## config.mk

```make
export PLATFORM = sky130hd
export DESIGN_NAME = noc_encoder_flat
export DESIGN_NICKNAME = d
export VERILOG_FILES = /design/src/rtl/noc_pkg.sv /design/src/rtl/noc_encoder_if.sv /design/src/rtl/noc_hdr_pack.sv /design/src/rtl/noc_encoder.sv /design/src/flat_wrapper.sv
export SDC_FILE = /design/constraint.sdc
export NUM_CORES = 1
export LEC_CHECK = 0
export ABC_AREA = 0
export CORE_ASPECT_RATIO = 1.2
export CORE_MARGIN = 4
export CORE_UTILIZATION = 30
export DETAILED_ROUTE_END_ITERATION = 8
export PLACE_DENSITY = 0.6
export SYNTH_ARGS = -nofsm -noshare
export SYNTH_HDL_FRONTEND = slang
export SYNTH_SLANG_ARGS = --single-unit
```

## constraint.sdc

```tcl
create_clock -name clk_ctrl -period 2.2 [get_ports clk_ctrl]
set_input_delay 0.44 -clock clk_ctrl [delete_from_list [all_inputs] [get_ports clk_ctrl]]
set_output_delay 0.44 -clock clk_ctrl [all_outputs]
set_load 0.02 [all_outputs]
```

## src/rtl/noc_pkg.sv

```systemverilog
// rtl/noc_pkg.sv - shared NoC opcodes, header layout, header pack and state enum
package noc_pkg;

    localparam int ID_W = 6;

    localparam logic [2:0] OP_MACK   = 3'd1;
    localparam logic [2:0] OP_MDATA  = 3'd2;
    localparam logic [2:0] OP_QM     = 3'd3;
    localparam logic [2:0] OP_MPUT   = 3'd4;
    localparam logic [2:0] OP_MGET   = 3'd5;
    localparam logic [2:0] OP_MLOAD  = 3'd6;
    localparam logic [2:0] OP_MSTORE = 3'd7;

    localparam int HDR_HL_BIT   = 28;
    localparam int HDR_CODE_LSB = 25;
    localparam int HDR_SRC_LSB  = 18;
    localparam int HDR_OFS_LSB  = 6;
    localparam int HDR_DEST_LSB = 0;

    typedef enum logic [2:0] {
        ST_IDLE,
        ST_HDR1,
        ST_HDR2,
        ST_PAYLD,
        ST_RD,
        ST_LD,
        ST_SEND,
        ST_WAITR
    } noc_state_e;

    function automatic logic [31:0] pack_hdr1(
        input logic            hl,
        input logic [2:0]      code,
        input logic [ID_W-1:0] src,
        input logic [11:0]     ofs,
        input logic [ID_W-1:0] dest
    );
        return (32'(hl)   << HDR_HL_BIT)
             | (32'(code) << HDR_CODE_LSB)
             | (32'(src)  << HDR_SRC_LSB)
             | (32'(ofs)  << HDR_OFS_LSB)
             | (32'(dest) << HDR_DEST_LSB);
    endfunction

    function automatic logic is_req_code(input logic [2:0] code);
        return (code == OP_MPUT) || (code == OP_MGET) || (code == OP_MLOAD)
            || (code == OP_MSTORE) || (code == OP_QM);
    endfunction

    // Burst packets stream their payload out of the local scratchpad.
    function automatic logic is_burst(input logic [2:0] code);
        return (code == OP_MPUT) || (code == OP_QM);
    endfunction

    function automatic logic is_blocking(input logic [2:0] code);
        return (code == OP_MLOAD) || (code == OP_MSTORE);
    endfunction

endpackage

```

## src/rtl/noc_encoder_if.sv

```systemverilog
// rtl/noc_encoder_if.sv - request handshake and outbound stream interfaces
interface noc_req_if #(
    parameter int BW    = 32,
    parameter int XY_SZ = 3
);
    logic                 req_valid;
    logic                 req_ready;
    logic [2:0]           req_code;
    logic                 req_hl;
    logic [2*XY_SZ-1:0]   req_dest;
    logic [31:0]          req_addr;
    logic [3:0]           req_len;
    logic [31:0]          req_laddr;
    logic [BW-1:0]        req_wdata;

    modport master (
        output req_valid, req_code, req_hl, req_dest, req_addr, req_len, req_laddr, req_wdata,
        input  req_ready
    );
    modport slave (
        input  req_valid, req_code, req_hl, req_dest, req_addr, req_len, req_laddr, req_wdata,
        output req_ready
    );
endinterface

interface noc_stream_if #(
    parameter int BW = 32
);
    localparam int BWB = BW / 8;

    logic           stream_out_TREADY;
    logic           stream_out_TVALID;
    logic [BW-1:0]  stream_out_TDATA;
    logic [BWB-1:0] stream_out_TKEEP;
    logic           stream_out_TLAST;

    modport master (
        input  stream_out_TREADY,
        output stream_out_TVALID, stream_out_TDATA, stream_out_TKEEP, stream_out_TLAST
    );
    modport slave (
        output stream_out_TREADY,
        input  stream_out_TVALID, stream_out_TDATA, stream_out_TKEEP, stream_out_TLAST
    );
endinterface

```

## src/rtl/noc_hdr_pack.sv

```systemverilog
// rtl/noc_hdr_pack.sv - combinational header1 builder shared by encoder and decoder
module noc_hdr_pack
    import noc_pkg::*;
(
    input  logic            hl,
    input  logic [2:0]      code,
    input  logic [ID_W-1:0] src,
    input  logic [ID_W-1:0] dest,
    input  logic [11:0]     addr_ofs,
    input  logic [3:0]      len,
    output logic [31:0]     hdr
);
    logic [3:0]  len_get;
    logic [3:0]  len_put;
    logic [11:0] ofs;

    // Long form moves the address out to its own word and reuses the offset for burst lengths.
    always_comb begin
        len_get = (code == OP_MGET) ? len : 4'd0;
        len_put = (code == OP_MPUT) ? len : 4'd0;
        ofs     = hl ? {2'b00, len_get, len_put, 2'b00} : addr_ofs;
        hdr     = pack_hdr1(hl, code, src, ofs, dest);
    end
endmodule

```

## src/rtl/noc_encoder.sv

```systemverilog
// rtl/noc_encoder.sv - outbound NoC request initiator: serialises one request into a packet
module noc_encoder
    import noc_pkg::*;
#(
    parameter int BW    = 32,
    parameter int BWB   = BW / 8,
    parameter int XY_SZ = 3
) (
    input  logic                clk_ctrl,
    input  logic                clk_ctrl_rst_low,
    input  logic [2*XY_SZ-1:0]  HsrcId,
    noc_req_if.slave            req,
    noc_stream_if.master        stream_out,
    input  logic                unblock,
    output logic                blocked,
    output logic                mem_valid_b,
    output logic [31:0]         mem_addr_b,
    input  logic [BW-1:0]       mem_rdata_b
);
    noc_state_e      state_q, state_d;
    logic            rdy_en_q;
    logic [2:0]      code_q;
    logic            hl_q;
    logic [ID_W-1:0] dest_q;
    logic [31:0]     addr_q;
    logic [3:0]      len_q;
    logic [31:0]     laddr_q;
    logic [BW-1:0]   wdata_q;
    logic [14:0]     cnt_q;
    logic [BW-1:0]   hold_q;

    logic            accept;
    logic            legal;
    logic            beat_fire;
    logic            tvalid;
    logic            tlast;
    logic [BW-1:0]   tdata;
    logic [31:0]     hdr1;
    logic [ID_W-1:0] src_id;
    noc_state_e      done_state;

    assign src_id    = ID_W'(HsrcId);
    assign req.req_ready = rdy_en_q && (state_q == ST_IDLE);
    assign accept    = req.req_valid && req.req_ready;
    assign legal     = is_req_code(req.req_code);
    assign beat_fire = tvalid && stream_out.stream_out_TREADY;
    assign done_state = is_blocking(code_q) ? ST_WAITR : ST_IDLE;

    noc_hdr_pack u_hdr_pack (
        .hl       (hl_q),
        .code     (code_q),
        .src      (src_id),
        .dest     (dest_q),
        .addr_ofs (addr_q[11:0]),
        .len      (len_q),
        .hdr      (hdr1)
    );

    always_ff @(posedge clk_ctrl or negedge clk_ctrl_rst_low) begin
        if (!clk_ctrl_rst_low) begin
            state_q <= ST_IDLE;
        end else begin
            state_q <= state_d;
        end
    end

    always_comb begin
        state_d = state_q;
        case (state_q)
            ST_IDLE:  if (accept && legal) state_d = ST_HDR1;
            ST_HDR1:  if (beat_fire) state_d = hl_q ? ST_HDR2 : ST_PAYLD;
            ST_HDR2:  if (beat_fire) state_d = ST_PAYLD;
            ST_PAYLD: begin
                if (is_burst(code_q)) state_d = ST_RD;
                else if (beat_fire)   state_d = done_state;
            end
            ST_RD:    state_d = ST_LD;
            ST_LD:    state_d = ST_SEND;
            ST_SEND:  if (beat_fire) state_d = (cnt_q == 15'd0) ? done_state : ST_RD;
            ST_WAITR: if (unblock) state_d = ST_IDLE;
            default:  state_d = ST_IDLE;
        endcase
    end

    // Outputs depend only on registered state so TDATA/TLAST hold steady across stalls.
    always_comb begin
        tvalid = 1'b0;
        tlast  = 1'b0;
        tdata  = '0;
        case (state_q)
            ST_HDR1: begin
                tvalid = 1'b1;
                tdata  = BW'(hdr1);
            end
            ST_HDR2: begin
                tvalid = 1'b1;
                tdata  = BW'(addr_q);
            end
            ST_PAYLD: begin
                if (!is_burst(code_q)) begin
                    tvalid = 1'b1;
                    tlast  = 1'b1;
                    tdata  = (code_q == OP_MSTORE) ? wdata_q
                                                   : BW'({14'h0, src_id, laddr_q[11:0]});
                end
            end
            ST_SEND: begin
                tvalid = 1'b1;
                tlast  = (cnt_q == 15'd0);
                tdata  = hold_q;
            end
            default: ;
        endcase
    end

    always_ff @(posedge clk_ctrl or negedge clk_ctrl_rst_low) begin
        if (!clk_ctrl_rst_low) begin
            rdy_en_q <= 1'b0;
            code_q   <= '0;
            hl_q     <= 1'b0;
            dest_q   <= '0;
            addr_q   <= '0;
            len_q    <= '0;
            laddr_q  <= '0;
            wdata_q  <= '0;
            cnt_q    <= '0;
            hold_q   <= '0;
        end else begin
            rdy_en_q <= 1'b1;
            if (accept && legal) begin
                code_q  <= req.req_code;
                hl_q    <= req.req_hl && (req.req_code != OP_QM);
                dest_q  <= ID_W'(req.req_dest);
                addr_q  <= req.req_addr;
                len_q   <= is_blocking(req.req_code) ? 4'd0 : req.req_len;
                laddr_q <= req.req_laddr;
                wdata_q <= req.req_wdata;
                // len=15 wraps 1<<15 to zero, leaving 15'h7FFF.
                cnt_q   <= is_blocking(req.req_code) ? 15'd0
                                                     : (15'd1 << req.req_len) - 15'd1;
            end
            if (state_q == ST_LD) begin
                hold_q <= mem_rdata_b;
            end
            if ((state_q == ST_SEND) && beat_fire && (cnt_q != 15'd0)) begin
                cnt_q   <= cnt_q - 15'd1;
                laddr_q <= laddr_q + 32'd1;
            end
        end
    end

    assign blocked     = (state_q == ST_WAITR);
    assign mem_valid_b = (state_q == ST_RD);
    assign mem_addr_b  = laddr_q;

    assign stream_out.stream_out_TVALID = tvalid;
    assign stream_out.stream_out_TDATA  = tdata;
    assign stream_out.stream_out_TLAST  = tlast;
    assign stream_out.stream_out_TKEEP  = {BWB{1'b1}};

endmodule

```

## src/flat_wrapper.sv

```systemverilog
// flat-port wrapper written by rule: the top's interface ports become plain ports
module noc_encoder_flat import noc_pkg::*;
#(
    parameter int BW    = 32,
    parameter int BWB   = BW / 8,
    parameter int XY_SZ = 3
)
  (clk_ctrl, clk_ctrl_rst_low, HsrcId, unblock, blocked, mem_valid_b, mem_addr_b, mem_rdata_b, req_req_valid, req_req_code, req_req_hl, req_req_dest, req_req_addr, req_req_len, req_req_laddr, req_req_wdata, req_req_ready, stream_out_stream_out_TREADY, stream_out_stream_out_TVALID, stream_out_stream_out_TDATA, stream_out_stream_out_TKEEP, stream_out_stream_out_TLAST);
  noc_req_if #(.BW(BW), .XY_SZ(XY_SZ)) req_i ();
  noc_stream_if #(.BW(BW)) stream_out_i ();
  input  logic clk_ctrl;
  input  logic clk_ctrl_rst_low;
  input  logic [2*XY_SZ-1:0] HsrcId;
  input  logic unblock;
  output logic blocked;
  output logic mem_valid_b;
  output logic [31:0] mem_addr_b;
  input  logic [BW-1:0] mem_rdata_b;
  input wire logic [$bits(req_i.req_valid)-1:0] req_req_valid;
  input wire logic [$bits(req_i.req_code)-1:0] req_req_code;
  input wire logic [$bits(req_i.req_hl)-1:0] req_req_hl;
  input wire logic [$bits(req_i.req_dest)-1:0] req_req_dest;
  input wire logic [$bits(req_i.req_addr)-1:0] req_req_addr;
  input wire logic [$bits(req_i.req_len)-1:0] req_req_len;
  input wire logic [$bits(req_i.req_laddr)-1:0] req_req_laddr;
  input wire logic [$bits(req_i.req_wdata)-1:0] req_req_wdata;
  output wire logic [$bits(req_i.req_ready)-1:0] req_req_ready;
  input wire logic [$bits(stream_out_i.stream_out_TREADY)-1:0] stream_out_stream_out_TREADY;
  output wire logic [$bits(stream_out_i.stream_out_TVALID)-1:0] stream_out_stream_out_TVALID;
  output wire logic [$bits(stream_out_i.stream_out_TDATA)-1:0] stream_out_stream_out_TDATA;
  output wire logic [$bits(stream_out_i.stream_out_TKEEP)-1:0] stream_out_stream_out_TKEEP;
  output wire logic [$bits(stream_out_i.stream_out_TLAST)-1:0] stream_out_stream_out_TLAST;
  assign req_i.req_valid = req_req_valid;
  assign req_i.req_code = req_req_code;
  assign req_i.req_hl = req_req_hl;
  assign req_i.req_dest = req_req_dest;
  assign req_i.req_addr = req_req_addr;
  assign req_i.req_len = req_req_len;
  assign req_i.req_laddr = req_req_laddr;
  assign req_i.req_wdata = req_req_wdata;
  assign req_req_ready = req_i.req_ready;
  assign stream_out_i.stream_out_TREADY = stream_out_stream_out_TREADY;
  assign stream_out_stream_out_TVALID = stream_out_i.stream_out_TVALID;
  assign stream_out_stream_out_TDATA = stream_out_i.stream_out_TDATA;
  assign stream_out_stream_out_TKEEP = stream_out_i.stream_out_TKEEP;
  assign stream_out_stream_out_TLAST = stream_out_i.stream_out_TLAST;
  noc_encoder #(.BW(BW), .BWB(BWB), .XY_SZ(XY_SZ)) u_core (.clk_ctrl(clk_ctrl), .clk_ctrl_rst_low(clk_ctrl_rst_low), .HsrcId(HsrcId), .req(req_i), .stream_out(stream_out_i), .unblock(unblock), .blocked(blocked), .mem_valid_b(mem_valid_b), .mem_addr_b(mem_addr_b), .mem_rdata_b(mem_rdata_b));
endmodule
```

* Word level (Yosys, flattened, before mapping)
Index checks and enable logic that the tools add are counted.
Storage, ports and cells: flip-flop bits (word level) 161, word-level logic and storage cells 89
Cells by class: add/sub/neg operators 3, equality and inequality tests 24, shift operators 1, mux-type cells 26, bitwise logic cells 4, reduce and logical (&&, ||, !) cells 20
Operator list (count):
- 32-bit two-way mux | 4
- 32-bit case mux with 4 select lines | 1
- 15-bit two-way mux | 3
- 3-bit equality test (second input constant) | 12
- 32-bit by 1-bit adder with 32-bit output (second input constant) | 1
- 32-bit by 18-bit OR with 32-bit output | 1
- 32-bit by 24-bit OR with 32-bit output | 1
- 32-bit by 6-bit OR with 32-bit output | 1
- 15-bit by 1-bit subtractor with 15-bit output (second input constant) | 2
- 29-bit by 28-bit OR with 29-bit output | 1
- 3-bit two-way mux | 9
- 3-bit case mux with 8 select lines | 1
- 15-bit zero test | 1
- 15-bit nonzero test | 1
- 1-bit by 4-bit << shifter with 15-bit output (first input constant) | 1
- 3-bit by 2-bit equality test with 1-bit output (second input constant) | 4
- 12-bit two-way mux | 1
- 4-bit two-way mux | 3
- 1-bit logical AND | 7
- 1-bit logical OR | 7
- 2-bit by 1-bit != test with 1-bit output (second input constant) | 3
- 6-bit AND reduction | 1
- 2-bit != test (second input constant) | 2
- 1-bit case mux with 2 select lines | 2
- 7 further kinds | 8

* Longest topological paths before layout
depth after elaboration 8, gate-level depth with buffers 11

* Modules after synthesis
A second synthesis with hierarchy kept.
Unflattened totals: cells, all modules 1006, area, all modules 9077.5 sq um
Modules (own cells, without submodules):
- noc_encoder | times used 1, cells an instance 958, area each 8728.4 sq um, sequential area each 4028.9 sq um
- noc_hdr_pack | times used 1, cells an instance 48, area each 349.1 sq um, sequential area each 0.0 sq um

* Least setup slack after synthesis
Ideal clock, no wire load.
path type register to register, from reg u_core.state_q[1], to reg u_core.hl_q, setup time 0.122 ns, arrival time 2.517 ns, required time 2.078 ns, path slack -0.439 ns, stages on the path, launching flop included 8, path buffers 3, cells stage by stage dfrtp_1 clkbuf_1 nor4b_1 and2_0 o21ai_1 clkbuf_1 clkbuf_1 a32o_1
Between the ends: cells in the longest elaborated chain, start to end 4
RTL lines:
- start: declaration | line noc_encoder.sv:20 | noc_state_e state_q, state_d;
- start signal: assignment | line noc_encoder.sv:63 | state_q <= state_d;
- 3-bit zero test | line noc_encoder.sv:43 | assign req.req_ready = rdy_en_q && (state_q == ST_IDLE);
- 1-bit logical AND | line noc_encoder.sv:43
- named net req_req_ready | line flat_wrapper.sv:27 | output wire logic [$bits(req_i.req_ready)-1:0] req_req_ready;
- 1-bit logical AND | line noc_encoder.sv:44 | assign accept = req.req_valid && req.req_ready;
- 1-bit logical AND | line noc_encoder.sv:130 | if (accept && legal) begin
- end signal: assignment | line noc_encoder.sv:132 | hl_q <= req.req_hl && (req.req_code != OP_QM);
- end: declaration | line noc_encoder.sv:23 | logic hl_q;
The timed path passes the listed nets, and every way through them passes these cells. A chain may end at the register's enable or synchronous reset.

* Worst setup path after layout
from reg u_core.state_q[1], to out stream_out_stream_out_TDATA[11]
Between the ends: cells in the longest elaborated chain, start to end 2
RTL lines:
- 3-bit equality test, or another cell as far along | line noc_encoder.sv:90 | case (state_q)
- 32-bit case mux with 4 select lines * | line noc_encoder.sv:90
- end: declaration | line flat_wrapper.sv:30 | output wire logic [$bits(stream_out_i.stream_out_TDATA)-1:0] stream_out_stream_out_TDATA;
Every way passes the cells marked *; elsewhere a longest branch is shown, timed or not.

==> impl_metrics.py <==
metrics = {
    "cts": {
        "clockRootBuffer": "clkbuf_16",
        "cts_buffers": 17,
        "clock_sinks": 161,
        "cts_tree": "built",
        "cts-htree-levels": 4,
        "clock_path_buffers": 2,
        "clk_pin_slew_ps": 70,
        "clock_latency_ps": 440,
    },
    "power": {
        "p_per_area_mw_per_mm2": 1293,
        "p_leak_nw": 6.571,
        "ir_drop_v": 0.0006233,
    },
    "hold_path": {
        "holdPathStages": 2,
        "min-delay-start": "u_core.wdata_q[11]",
        "min_to": "u_core.wdata_q[11]",
        "min-delay-path-class": "register to register",
    },
    "route": {
        "viasPerCell": 5.138,
        "finalWirelength_um": 34620,
        "dr.pass1.iters": 8,
        "drc": 0,
        "antenna_left": 0,
        "routedWlPerCell_um": 19.96,
        "vias": 8914,
        "first_iter_violations": 694,
    },
    "setup_path": {
        "r2r-end": "u_core.mem_addr_b[18]",
        "crit_arrival_ps": 2130,
        "worstPathRequired_ps": 1760,
        "r2r-start": "u_core.state_q[2]",
        "reg2regPathDepth": 9,
        "start_kind": "register",
        "slowest_stage": "dfrtp_2",
        "critPathKind": "register to output pin",
        "cpPeakStageDelay_ps": 450,
        "path_max_fanout": 7,
        "cp_common_cell": "buf_6",
        "crit_chain": "buf_6 -> nor2b_4 -> buf_6 -> buf_6 -> a222oi_1 -> o21ai_1 -> buf_4",
        "cp-end-kind": "output pin",
        "reg2reg_slack_ps": -160,
    },
    "sta": {
        "finalHoldViolations": 0,
        "fin_crit_sh_pct": 116.9,
        "tns_ps": -10240,
        "setup_violations": 71,
        "worst_slack_ps": -372.2,
        "fmax_mhz": 388.8,
        "finalCriticalPeriod_ps": 2572,
        "final_max_slew_viol_count": 0,
        "skew_ps": 18.85,
        "rsz0062_at_grt": "yes",
    },
    "synthesis": {
        "seq_area_frac_synth_pct": 47.07,
        "async_flop_share_pct": 100.0,
        "synthCells": 956,
        "synth_most_common_cell": "nand2_1",
        "yosysWarnings": 0,
        "synth-edff-count": 0,
        "synth_area_leaders": "dfrtp_1 47%, nand2_1 13%, mux2_2 5.3%, mux2i_1 5.3%, o21ai_0 2.2%",
        "ys_seq_elements": 161,
        "ys_types": 63,
        "synthTopCellsByCount": "293 x nand2_1, 161 x dfrtp_1, 49 x nor2_1, 45 x clkbuf_1, 45 x mux2i_1",
        "synth_ff_type": "dfrtp_1",
        "avgSynthCellArea_um2": 8.953,
        "synth_area_leader_cell": "dfrtp_1",
        "synth_area_mm2": 0.008559,
        "synthDominantCellAreaShare_pct": 47.07,
    },
    "global_route": {
        "grt_max_degree": 67,
        "overflow": 0,
        "grt_first_pass_wirelength_um": 49500,
        "antenna_found_initial": 0,
        "grt_pass1_vias": 8898,
        "grtUsageTotal_pct": 20.15,
    },
    "die": {
        "num_rows": 67,
        "top_level_ports": 226,
        "initial_utilization_pct": 30.57,
        "dieArea_mm2": 0.03131,
        "dieWidth_um": 162.2,
        "die_h_um": 193.0,
        "core_region_area_mm2": 0.02800,
    },
    "finish": {
        "final_util_pct": 52.68,
        "fillers": 2521,
        "instances_no_fill": 1735,
        "drive_gt1_share_pct": 34.22,
        "num_antenna_cells": 0,
        "regArea_mm2": 0.004038,
        "area_growth_pct": 72.31,
        "layout.nets": 1500,
        "fin_area_mm2": 0.01475,
        "multiInputGateArea_mm2": 0.005029,
    },
    "place": {
        "place_area_mm2": 0.01234,
        "dp_slack_ps": -314.7,
        "dpl.hpwl_um": 23170,
        "place_inst": 1638,
        "gp_congestion": 0.8940,
        "io_buffers": 221,
    },
    "outcome": {
        "status": "finished with violations",
        "violations": "setup timing",
    },
    "flow_run": {
        "cap_violations": 0,
    },
}
==> worst max-delay path by stage <==
stage | end | slack [ps] | depth (start not counted) | startpoint
2_1_floorplan | u_core.mem_addr_b[31] | 10 | 7 | u_core.cnt_q[3]
3_3_place_gp | stream_out_stream_out_TDATA[12] | -310 | 4 | HsrcId[0]
4_1_cts | stream_out_stream_out_TDATA[15] | -310 | 5 | u_core.state_q[2]
5_1_grt | stream_out_stream_out_TDATA[15] | -440 | 7 | u_core.state_q[2]
3_5_place_dp | stream_out_stream_out_TDATA[4] | -310 | 6 | u_core.code_q[1]
6_report | stream_out_stream_out_TDATA[11] | -370 | 7 | u_core.state_q[1]
==> stage by stage <==
step / hold slack, ps / power [mW]
2_1_floorplan: 144.4 / 9.582
4_1_cts: 480.0 / 17.71
3_5_place_dp: 404.3 / 13.80
3_3_place_gp: 407.6 / 13.64
5_1_grt: 493.1 / 20.14
6_report: 478.0 / 19.07
==> routing by layer <==
layer	global-route usage (%)	part of all wire (%)	vias up
met4	6.606	2.3	0
met5	0	0	-
met1	25.54	41	4397
met3	4.061	5.2	43
li1	-	-	4179
met2	34.66	51	295
==> worst max-delay path: cells and delay by family (launching register included) <==
family / cells / cell delay, ps
compound gates: 2 / 540
buf+inv: 4 / 590
simple gates: 1 / 120
flops: 1 / 450
==> area by class of cell <==
cell class              instances  area share, %
multi-input cells             723          34.09
flip-flops and latches        161          27.38
clock inverters                15          1.103
inverters                       8         0.2036
well taps                     379          3.215
repair buffers                432          31.12
clock buffers                  17          2.884
==> cells in the final DEF (no fill, tap or decap), drive strengths merged, types with 12 or more instances in the layout <==
master	instances
o211ai	14
nor3	23
a221o	14
mux2	40
clkdlybuf4s50	181
o21ai	40
buf	233
nand2	293
mux2i	45
inv	17
o221ai	12
clkbuf	30
nand4	16
a21oi	16
dfrtp	161
nor2	49
nand3	31
==> repair_timing <==
item	CTS	global route
pin swaps	29	38
resized for setup	290	193
hold buffers	1	0
hold endpoints to repair	42	0
cloned	6	14
endpoints found under the setup margin	70	150
buffers inserted	26	26
==> report_power, final <==
part	internal, mW	switching, mW	leakage, nW
registers	4.41	1.35	1.98
clock network	1.53	1.45	0.287
logic	5.38	4.95	4.30
total	11.3	7.75	6.57
==> cells by family after synthesis <==
| group | after synthesis | share of synthesized area (%) |
|---|---|---|
| AO/OA/AOI/OAI | 161 | 13.83 |
| XOR/XNOR | 4 | 0.4094 |
| multiplexers | 85 | 10.52 |
| other | 1 | 0.04381 |
| buffers and inverters | 77 | 3.713 |
| adder cells (fa/ha/maj) | 4 | 0.5847 |
| AND/OR/NAND/NOR | 463 | 23.83 |
| flip-flops | 161 | 47.07 |
==> flip-flops by register name, summed over array words and instances, names as in the netlist <==
name / count
u_core.addr_q: 32
u_core.hl_q: 1
u_core.wdata_q: 32
u_core.len_q: 4
u_core.rdy_en_q: 1
u_core.hold_q: 32
u_core.cnt_q: 15
u_core.mem_addr_b: 32
u_core.dest_q: 6
u_core.state_q: 3
u_core.code_q: 3
Power figures use the tool's default switching activity.
